`src/rtl/multicycle_control.sv`:
```
// Multicycle CPU control unit: a five-state FETCH/DECODE/EXEC/MEM/WB sequencer.
// It drives the datapath strobes, captures the opcode in DECODE and counts retired instructions.
module multicycle_control #(
    parameter int OPW = 6
) (
    input  logic           clk,
    input  logic           rst_n,
    input  logic [OPW-1:0] opcode,
    input  logic           mem_ready,
    input  logic           halt,
    output logic           pc_write,
    output logic           ir_write,
    output logic           reg_dst,
    output logic           alu_src,
    output logic           mem_to_reg,
    output logic           reg_write,
    output logic           mem_read,
    output logic           mem_write,
    output logic           branch,
    output logic [1:0]     alu_op,
    output logic [2:0]     state,
    output logic           instr_done,
    output logic           illegal_op,
    output logic [15:0]    retired
);

    typedef enum logic [2:0] {
        S_FETCH  = 3'd0,
        S_DECODE = 3'd1,
        S_EXEC   = 3'd2,
        S_MEM    = 3'd3,
        S_WB     = 3'd4
    } state_e;

    localparam logic [OPW-1:0] OP_R    = OPW'(6'b000000);
    localparam logic [OPW-1:0] OP_ADDI = OPW'(6'b001000);
    localparam logic [OPW-1:0] OP_LW   = OPW'(6'b100011);
    localparam logic [OPW-1:0] OP_SW   = OPW'(6'b101011);
    localparam logic [OPW-1:0] OP_BEQ  = OPW'(6'b000100);

    state_e         state_q, state_d;
    logic [OPW-1:0] op_q, op_d;
    logic [15:0]    retired_q, retired_d;

    function automatic logic is_legal(input logic [OPW-1:0] op);
        return (op == OP_R) || (op == OP_ADDI) || (op == OP_LW) ||
               (op == OP_SW) || (op == OP_BEQ);
    endfunction

    always_ff @(posedge clk or negedge rst_n) begin
        if (!rst_n) begin
            state_q   <= S_FETCH;
            op_q      <= '0;
            retired_q <= '0;
        end else begin
            state_q   <= state_d;
            op_q      <= op_d;
            retired_q <= retired_d;
        end
    end

    always_comb begin
        state_d    = state_q;
        op_d       = op_q;
        pc_write   = 1'b0;
        ir_write   = 1'b0;
        reg_dst    = 1'b0;
        alu_src    = 1'b0;
        mem_to_reg = 1'b0;
        reg_write  = 1'b0;
        mem_read   = 1'b0;
        mem_write  = 1'b0;
        branch     = 1'b0;
        alu_op     = 2'b00;
        instr_done = 1'b0;
        illegal_op = 1'b0;

        case (state_q)
            S_FETCH: begin
                // halt only gates the start of a new instruction
                if (!halt) begin
                    mem_read = 1'b1;
                    if (mem_ready) begin
                        ir_write = 1'b1;
                        pc_write = 1'b1;
                        state_d  = S_DECODE;
                    end
                end
            end
            S_DECODE: begin
                op_d = opcode;
                if (is_legal(opcode)) begin
                    state_d = S_EXEC;
                end else begin
                    illegal_op = 1'b1;
                    state_d    = S_FETCH;
                end
            end
            S_EXEC: begin
                case (op_q)
                    OP_R: begin
                        alu_op  = 2'b10;
                        state_d = S_WB;
                    end
                    OP_ADDI: begin
                        alu_src = 1'b1;
                        state_d = S_WB;
                    end
                    OP_LW, OP_SW: begin
                        alu_src = 1'b1;
                        state_d = S_MEM;
                    end
                    OP_BEQ: begin
                        alu_op     = 2'b01;
                        branch     = 1'b1;
                        instr_done = 1'b1;
                        state_d    = S_FETCH;
                    end
                    default: state_d = S_FETCH;
                endcase
            end
            S_MEM: begin
                if (op_q == OP_LW) begin
                    mem_read = 1'b1;
                    if (mem_ready) state_d = S_WB;
                end else if (op_q == OP_SW) begin
                    mem_write = 1'b1;
                    if (mem_ready) begin
                        instr_done = 1'b1;
                        state_d    = S_FETCH;
                    end
                end else begin
                    state_d = S_FETCH;
                end
            end
            S_WB: begin
                reg_write  = 1'b1;
                reg_dst    = (op_q == OP_R);
                mem_to_reg = (op_q == OP_LW);
                instr_done = 1'b1;
                state_d    = S_FETCH;
            end
            default: state_d = S_FETCH;
        endcase

        retired_d = instr_done ? retired_q + 16'd1 : retired_q;

        // Reset silences every strobe immediately, even the FETCH mem_read.
        if (!rst_n) begin
            pc_write   = 1'b0;
            ir_write   = 1'b0;
            reg_dst    = 1'b0;
            alu_src    = 1'b0;
            mem_to_reg = 1'b0;
            reg_write  = 1'b0;
            mem_read   = 1'b0;
            mem_write  = 1'b0;
            branch     = 1'b0;
            alu_op     = 2'b00;
            instr_done = 1'b0;
            illegal_op = 1'b0;
        end
    end

    assign state   = state_q;
    assign retired = retired_q;

endmodule

```
`config.mk`:
```
export PLATFORM = sky130hd
export DESIGN_NAME = multicycle_control
export DESIGN_NICKNAME = d
export VERILOG_FILES = /design/src/rtl/multicycle_control.sv
export SDC_FILE = /design/constraint.sdc
export NUM_CORES = 1
export LEC_CHECK = 0
export CAP_MARGIN = 20
export CORE_UTILIZATION = 46
export DETAILED_ROUTE_END_ITERATION = 6
export GPL_TIMING_DRIVEN = 0
export PLACE_DENSITY = 0.89
export SYNTH_ARGS = -nofsm -noshare
export SYNTH_HDL_FRONTEND = slang
export SYNTH_SLANG_ARGS = --single-unit
```
`constraint.sdc`:
```
create_clock -name clk -period 2.1 [get_ports clk]
set_clock_uncertainty 0.1 [all_clocks]
set_input_delay 0.315 -clock clk [delete_from_list [all_inputs] [get_ports clk]]
set_output_delay 0.315 -clock clk [all_outputs]
set_load 0.005 [all_outputs]
```
# Word level (Yosys, flattened, before mapping)
# Cells that the tools add are included.
# totals
romBits,0
reg_bits,25
input_bits,10
latchBits,0
output_inout_bits,32
ramBits,0
n_memories,0
word_cells,74
# classes
n_mul,0
n_shift,0
n_lt_le_gt_ge,0
eq_ne,16
bitwise,0
addsub,1
n_reduce_logical,11
n_mux,43
div,0
# ops
op,count
2-to-1 mux 1 bit,29
equality test 6 bit (second input constant),4
2-to-1 mux 3 bit,6
adder 16 x 1 -> 16 bit (second input constant),1
equality test 6 x 3 -> 1 bit (second input constant),2
equality test 6 x 4 -> 1 bit (second input constant),2
zero test 6 bit,2
case mux 3 bit (4 select lines),1
equality test 3 x 2 -> 1 bit (second input constant),2
2-to-1 mux 2 bit,3
!= test 3 bit (second input constant),2
case mux 3 bit (2 select lines),1
logical OR 1 bit,4
!= test 2 bit (second input constant),2
case mux 2 bit (2 select lines),1
AND reduction 4 bit,1
OR reduction 2 bit,2
equality test 3 x 1 -> 1 bit (second input constant),1
equality test 3 bit (second input constant),1
zero test 3 bit,1
case mux 1 bit (3 select lines),1
OR reduction 3 bit,1
case mux 1 bit (2 select lines),1

# Longest topological paths before layout
# logic_depth
word_depth,8
ltp_mapped,7
mapped_depth_nobuf,5

# Least setup slack after synthesis
# OpenSTA, ideal clock, no wires.
# synth_path
kind,reg-to-output
start,register state_q[2] (netlist: state[2])
end,output port instr_done
setup_slack_ns,0.212
t_arrival_ns,1.473
path_stages_with_launch,7
path_buffers,2
t_required_ns,1.685
path_cell_list,dfrtp_1 -> clkbuf_1 -> nor3b_1 -> nand3_1 -> o22ai_1 -> buf_4 -> and2_1
# synth_between
elab_chain_cells,3
elab_cells_between_ends,5
classes_between,eq/ne (3); mux (2)
# synth_rtl
element,line,text
start: declaration,41,"state_e state_q, state_d;"
start signal: assignment,56,state_q <= state_d;
equality test 3 bit or equality test 3 x 2 -> 1 bit (tied branches),78,case (state_q)
case mux 1 bit (3 select lines) (*),78,
2-to-1 mux 1 bit (*),149,if (!rst_n) begin
end: declaration,22,"output logic instr_done,"
# Every way passes the cells marked *; elsewhere a longest branch is shown, timed or not.

# Final worst setup path
# layout_path
start,register op_q[0]
end,output port branch
# layout_between
elab_chain_cells,4
# layout_rtl
element,line,text
start: declaration,42,"logic [OPW-1:0] op_q, op_d;"
start signal: assignment,57,op_q <= op_d;
equality test 6 x 3 -> 1 bit,100,case (op_q)
2-to-1 mux 1 bit,100,
2-to-1 mux 1 bit,78,
2-to-1 mux 1 bit,149,
end: declaration,19,"output logic branch,"
# Every way passes these cells.

==> out/results.txt <==
Final WS setup - -385 ps
area delta synth->final - 67.1%
worst reg2reg setup slack - -230 ps
site row count - 19
antenna violations before repair - 0
Die W - 57.0 um
Tightest Hold Check Type - in -> async
n_diodes - 0
minimum clock period - 2480 ps
Synth Area in Simple Gates - 28.4%
EDFF count, synth - 0
final slew viol count - 0
clk root buf - clkbuf_4
IO Pins - 42
die area - 3250 um2
RD Place Congestion - 0.855
Required @ worst endpoint - 1680 ps
syn_area_per_cell - 10.6 um2
Final ANT Viol Nets - 0
number of clock sinks - 25
RSZ-0062 raised after global routing - yes
Int Power - 707 uW
Flop pwr share - 56.2%
Fillers - 144
Tot GR Track Use - 28.8%
crit path kind - reg -> out
drc violations - 0
number of buffers created by CTS - 3
switching share of total power - 29.5%
largest net degree at the start of global routing - 20
number of global-route vias before repair - 1398
vias - 1486
Hold Fails Final Rpt - 0
failing checks - setup timing
Syn. warnings - 0
Mapped Nets - 142
CTS max path bufs - 2
DRT Pass-1 Iters - 4
CP most frequent cell - buf_4
period utilization - 118%
critical path's top delay family - simple AND/OR/NAND/NOR gates
CP Max Fanout - 4
initial core utilization - 49.6%
Clock Latency Late Sink - 320 ps
Post-Synth Adder-Cell Area - 0.900%
Reg clk slew, reported paths - 140 ps
Clock Power Share - 21.7%
mapped cell area - 1390 um2
CP startpoint kind - flop
PD cells - 431 nW/um2
Psw - 296 uW
routed len/inst - 21.2 um
Die H - 57.0 um
post-synthesis sequential area ratio - 45.0%
pre-CTS worst setup slack - -588 ps
global route overflow - 0
worst hold slack - 46.2 ps
largest family of logic cells by synthesized area - simple AND/OR/NAND/NOR gates
Pleak - 1.03 nW
Yosys cell types - 38
mux share of post-synthesis cell area - 4.86%
Port Buffer Count - 41
Core Area - 2810 um2
CP Capture Type - output port
crit path cell chain - nor4_4 > buf_4 > nand4b_1 > buf_4 > nor3b_1 > buf_2
Layout Nets - 223
CP Data Arrival Time - 2070 ps
Gate Count Post-Synth - 131
overall routed net length - 5.14 mm
vias per std cell - 6.14
CP max stage delay - 450 ps
IR Drop Worst-Case VDD - 343 uV
Compound-Gate Fraction of Synth Area - 6.84%
ys async rst share - 100%
headroom to the max-slew limit - 71.4%
placed wire-length estimate - 2.58 mm
Primary FF master, synth - dfrtp_1
CP bufs+invs - 3
Gate power share - 22.1%
TritonCTS clock tree - done
Finish-stage setup viols - 13
FF+latch count, synth - 25
achievable frequency - 402 MHz
Slowest-stage cell, CP - dfrtp_1
Tightest Pin Transition - 423 ps
# Max-Cap Violations - 0
global-route wire length before repair - 7.09 mm
Max H-tree Level - 1
Synth Area in XOR/XNOR - 10.5%
1st-iter DRT viols - 138
outcome - complete, but fails checks
share of layout cells above drive strength 1 - 44.1%
[metrics by stage]
stage                     total power, mW  setup TNS, ps  cells  cell area (um2)  util [%]
after floorplan                     0.616              0    131             1390         -
after global placement              0.682         -12320    203             1840      65.6
after detailed placement            0.697          -6230    204             1870      66.5
after CTS                           0.963          -1390    231             2180      77.6
after global routing                 1.04          -2720    242             2320      82.8
final                                1.00          -1980    242             2320      82.8
[cell usage in the layout, fill, tap and decap left out, types with 2 or more instances in the layout]
master,Yosys,final
nor2_4,0,2
a41oi_2,0,2
nor3_4,0,2
inv_1,2,2
nand2_1,10,9
nand4_1,6,6
nand3_1,6,5
dlygate4sd2_1,0,9
buf_2,0,5
o21ai_0,2,2
clkbuf_2,0,3
nor3b_4,0,2
nor3b_1,5,2
xnor2_2,2,2
and4_1,2,2
dfrtp_2,0,5
nor2_1,9,6
xor2_1,4,4
mux2_2,6,6
and3_1,3,3
xnor2_1,9,9
nor2_2,1,2
nand4b_1,2,2
dfrtp_1,25,20
clkbuf_4,0,3
a21oi_1,2,2
or3b_1,2,2
buf_4,4,32
buf_6,0,7
nor3_2,0,2
nor3b_2,1,2
clkdlybuf4s50_1,0,22
[power by group through the flow]
stage	clock network (mW)	logic (mW)	registers, mW
finish	0.218	0.222	0.563
global route	0.235	0.235	0.565
detailed placement	0	0.145	0.552
floorplan	0	0.0726	0.543
global placement	0	0.134	0.547
CTS	0.215	0.191	0.556
[synthesized netlist by cell type (3+ instances only)]
library cell | instances | area share [%]
a41oi_1 | 3 | 1.9
and3_1 | 3 | 1.4
buf_4 | 4 | 2.2
clkbuf_1 | 3 | 0.81
dfrtp_1 | 25 | 45
mux2_2 | 6 | 4.9
nand2_1 | 10 | 2.7
nand3_1 | 6 | 2.2
nand4_1 | 6 | 2.7
nor2_1 | 9 | 2.4
nor3_1 | 4 | 1.4
nor3b_1 | 5 | 2.7
xnor2_1 | 9 | 5.7
xor2_1 | 4 | 2.5
[worst paths after layout]
| check | startpoint | endpoint | cells past startpoint |
|---|---|---|---|
| hold / removal | rst_n | op_q[1] | 2 |
| max in group asynchronous | rst_n | state[0] | 2 |
| setup / recovery | op_q[0] | branch | 6 |
| setup reg to reg | op_q[0] | retired[15] | 10 |
| min in group clk | opcode[3] | op_q[3] | 3 |
| hold reg to reg | retired[13] | retired[13] | 1 |
[final cells by class]
type	count	area (um2)	share of cell area [%]
sequential	25	632	27.2
clock buffer	4	26.3	1.13
inverter	2	7.51	0.323
buffer	5	51.3	2.21
tap	31	38.8	1.67
multi-input combinational	97	886	38.1
timing repair buffer	78	682	29.3
[flip-flops by register name, summed over array words and instances, names as in the netlist]
register,flops
op_q,6
retired,16
state,3
[kinds of logic (layout without fill, tap and decap cells)]
family / after synthesis / after routing
and+or+nand+nor: 62 / 62
xor gates and xnor gates: 15 / 15
muxes: 6 / 6
AOI/OAI and AO/OA: 13 / 13
DFF: 25 / 25
buffers and inverters: 9 / 89
adders and majority gates: 1 / 1
[repair_timing]
item	4_1_cts	5_1_grt
endpoints found under the hold margin	8	8
pin swaps	13	11
setup buffers	25	13
resized for setup	69	22
setup endpoints to repair	13	22
[metal layers]
layer,vias up,GRT usage (%),part of all wire (%)
met5,-,0,0
li1,634,-,-
met1,728,37.2,39
met2,103,46.9,50
met3,21,4.31,6.8
met4,0,15.7,3.8
Power figures use the tool's default switching activity.
==> RTL edit 1 (same flow settings) <==
Put one more register stage on the output `retired`, cleared by the reset. The value now appears one clock later. The other outputs are not delayed to match.
--- a/src/rtl/multicycle_control.sv
+++ b/src/rtl/multicycle_control.sv
@@ -164,5 +164,11 @@
 
     assign state   = state_q;
-    assign retired = retired_q;
+    always_ff @(posedge clk or negedge rst_n) begin
+        if (!rst_n) begin
+            retired <= '0;
+        end else begin
+            retired <= retired_q;
+        end
+    end
 
 endmodule
Formal check against the unedited RTL: not equivalent (a bounded check fails within 4 cycles, from zero or initial values and one cycle with rst_n low).
==> RTL edit 1 against the unedited design <==
The run still ends with setup timing left. Power rose by 85%. Setup slack improved by 0.16 ns. Cell count rose by 14%. Critical path depth rose by 1. Final area rose by 21%. Routed wire length barely moved. Sequential cell count rose by 16. Synthesized area rose by 28%. Synthesized cell count rose by 15%. Sequential share of layout area rose by 9.5 points. Critical endpoint is now instr_done. Largest power group unchanged.
==> RTL edit 1: results (changes against the unedited design) <==
| Metric | Value |
|---|---|
| Worst hold path type | in2reg (was in2async) |
| Worst Path Max Fanout | 2 (was 4) |
| Setup_tns | -2.297 ns (was -1.983 ns) |
| Met2 wire length | 2.700 mm (was 2.573 mm) |
| Comb_multi_in | 102 (was 97) |
| Non-clk buf share | 0.2487 (was 0.3156) |
| Util after Layout | 0.7626 (was 0.8283) |
| Met2 Use GR | 0.4553 (was 0.4689) |
| Grt met1 use | 0.2653 (was 0.3716) |
| Rel. slew slack | 0.5816 (was 0.7142) |
| Status | finished with violations (unchanged) |
| Post-route worst setup slack | -0.2214 ns (was -0.3846 ns) |
| Vias in the first global route | 1,660 (was 1,398) |
| Leading cell types by total area after synthesis | dfrtp_1, xnor2_1, mux2_2 (unchanged) |
| Multiplexer area fraction after synthesis | 0.03789 (was 0.04860) |
| Post-detail-place hpwl | 2.471 mm (was 2.580 mm) |
| Register area share after synthesis | 0.5754 (was 0.4500) |
| CTS buffer count | 5 (was 3) |
| Post-DP Area | 2268 µm² (was 1867 µm²) |
| Worst Setup EP | instr_done (was branch) |
| Worst-skew pair later-pin latency | 0.30 ns (was 0.32 ns) |
| Met3 WL post-DR | 338 µm (was 350 µm) |
| Worst-path clk slew | 0.08 ns (was 0.14 ns) |
| RR Startpoint | state[0] (was op_q[0]) |
| Failing checks | setup timing (unchanged) |
| Largest net degree at the start of global routing | 29 (was 20) |
| Xor and xnor area share after synthesis | 0.07368 (was 0.1053) |
| Vias post-DR | 1,530 (was 1,486) |
| Reg2Reg Setup Slack | -0.17 ns (was -0.23 ns) |
| Cells after Synth | 151 (was 131) |
| Routed vias/inst | 5.564 (was 6.140) |
| R2r endpoint | retired_q[15] (was retired[15]) |
| Post-CTS Repair Setup Buffers | 18 (was 25) |
| Synth top cells by count | dfrtp_1, nand2_1, nor2_1, xnor2_1, and3_1 (was dfrtp_1, nand2_1, nor2_1, xnor2_1) |
| Dpl ws | -0.5968 ns (was -0.5876 ns) |
| FF+latch area | 1032 µm² (was 631.9 µm²) |
| Final count of negative-setup-slack endpoints | 22 (was 13) |
| First-pass GRT wire length | 7.893 mm (was 7.093 mm) |
| GRT Util Overall | 0.2600 (was 0.2879) |
| Final-layout clock-cell area share | 0.04893 (was 0.01131) |
==> RTL edit 1: cell types whose count changed after synthesis, sizes merged, moves of 3 or more <==
cell,unedited run,this run
nor3b,6,2
and3,3,8
dfrtp,25,41
nor2,10,13
nand2b,1,4
==> RTL edit 1: how the worst min path moves through the flow <==
stage,startpoint,end,slack (ns),cells past startpoint
finish,opcode[3],op_q[3],0.28,3
global route,opcode[3],op_q[3],0.30,3
CTS,retired_q[15],retired[15],0.31,0
detailed placement,rst_n,op_q[3],0.16,1
global placement,retired_q[15],retired[15],0.29,0
floorplan,rst_n,op_q[0],-0.08,0
==> RTL edit 1: logic make-up (layout without fill, tap and decap cells) <==
logic type	count (synthesis)	after routing
xor+xnor	15	15
simple gates	69	69
fa+ha+maj	1	1
mux	6	6
buf+inv	8	84
compound gates	11	11
flops	41	41
==> RTL edit 1: power by group through the flow <==
stage	clock network (µW)	registers, µW	logic (µW)
floorplan	0	856	68.8
global placement	0	860	132
detailed placement	0	862	139
CTS	773	852	197
global route	806	866	240
finish	767	860	225
==> RTL edit 2 (same flow settings) <==
Without the edit above. The parameter `OPW` goes from 6 to 7.
--- a/src/rtl/multicycle_control.sv
+++ b/src/rtl/multicycle_control.sv
@@ -2,5 +2,5 @@
 // It drives the datapath strobes, captures the opcode in DECODE and counts retired instructions.
 module multicycle_control #(
-    parameter int OPW = 6
+    parameter int OPW = 7
 ) (
     input  logic           clk,
Ports: changed (resized opcode); port bits go from 42 to 43. No check against the original RTL was run, so the function may have changed too.
==> RTL edit 2 against the unedited design <==
Cell count increased by 5.4%. Count of clock-buffer cells in the layout unchanged. Power increased by 5.4%. Sequential cell count increased by 1. Sequential power about the same. Die area increased by 6.3%. The run still ends with setup timing left. Global-route usage decreased by 2.0 points. Setup slack improved by 0.048 ns. Final area increased by 6.4%. Routed wire length decreased by 0.25%. Synthesized area increased by 6.5%. Non-clock buffer count decreased by 4.
==> RTL edit 2: results (changes against the unedited design) <==
| Metric | Value |
|---|---|
| Leading cell types by total area after synthesis | dfrtp_1, xor2_1, mux2_2 (was dfrtp_1, xnor2_1, mux2_2) |
| Synth top cells by count | dfrtp_1, xor2_1, mux2_2 (was dfrtp_1, nand2_1, nor2_1, xnor2_1) |
| CP Data Arrival Time | 2.02 ns (was 2.07 ns) |
| Synth cell types | 40 (was 38) |
| Final count of negative-setup-slack endpoints | 21 (was 13) |
| Critical path's largest stage delay | 0.55 ns (was 0.45 ns) |
| Rel. slew slack | 0.5377 (was 0.7142) |
| Failing checks | setup timing (unchanged) |
| Dpl ws | -1.132 ns (was -0.5876 ns) |
| Hold WS | 0.2790 ns (was 0.04621 ns) |
| Worst Setup EP | instr_done (was branch) |
| FF-to-FF path depth | 7 (was 10) |
| Routed WL | 5.125 mm (was 5.138 mm) |
| Non-clk buf share | 0.2916 (was 0.3156) |
| Slowest-stage cell, CP | or4_4 (was dfrtp_1) |
| Vias post-DR | 1,485 (was 1,486) |
| Post-DP Area | 1987 µm² (was 1867 µm²) |
| Final-layout clock-cell area share | 0.01468 (was 0.01131) |
| Status | finished with violations (unchanged) |
| R2r endpoint | retired[12] (was retired[15]) |
| Syn_area_per_cell | 10.96 µm² (was 10.61 µm²) |
| FF+latch area | 654.4 µm² (was 631.9 µm²) |
| Reg2Reg Setup Slack | -0.25 ns (was -0.23 ns) |
| Non-clk bufs | 79 (was 83) |
| Final Wtd Congestion | 0.8675 (was 0.8551) |
| Fraction of area in multi-input gates | 0.3975 (was 0.3813) |
| Post-route worst setup slack | -0.3366 ns (was -0.3846 ns) |
| Post-route cell area | 2471 µm² (was 2323 µm²) |
| Worst vdd ir | 0.3539 mV (was 0.3426 mV) |
| Layout cell share with drive strength beyond 1 | 0.4597 (was 0.4408) |
| Multiplexer area fraction after synthesis | 0.06847 (was 0.04860) |
## RTL edit 2: cell count changes after synthesis, sizes merged, moves of 4 or more
cell and delta:
inv +4, nand4 -4, nor2 -6, xor2 +8
xnor2 -8, a211oi +7, nand2 -4
## RTL edit 2: repair_timing
item | in CTS | in global routing
hold endpoints to repair | 26 | 0
setup endpoints to repair | 29 | 27
hold buffers | 2 | 0
gates resized for setup | 71 | 32
pin swaps | 25 | 23
buffers inserted | 12 | 19
## RTL edit 2: metal layers
layer	wire length [µm]	track usage	part of all wire
met3	204	0.05275	0.040
met2	2618	0.4302	0.51
met4	114	0.1565	0.022
met1	2188	0.3343	0.43
met5	0	0	0
## RTL edit 2: power groups by stage
stage | logic [µW] | clock network [µW] | registers [µW]
2_1_floorplan | 62.5 | 0 | 558
3_3_place_gp | 115 | 0 | 562
3_5_place_dp | 125 | 0 | 564
4_1_cts | 159 | 262 | 564
5_1_grt | 255 | 285 | 566
6_report | 241 | 253 | 563
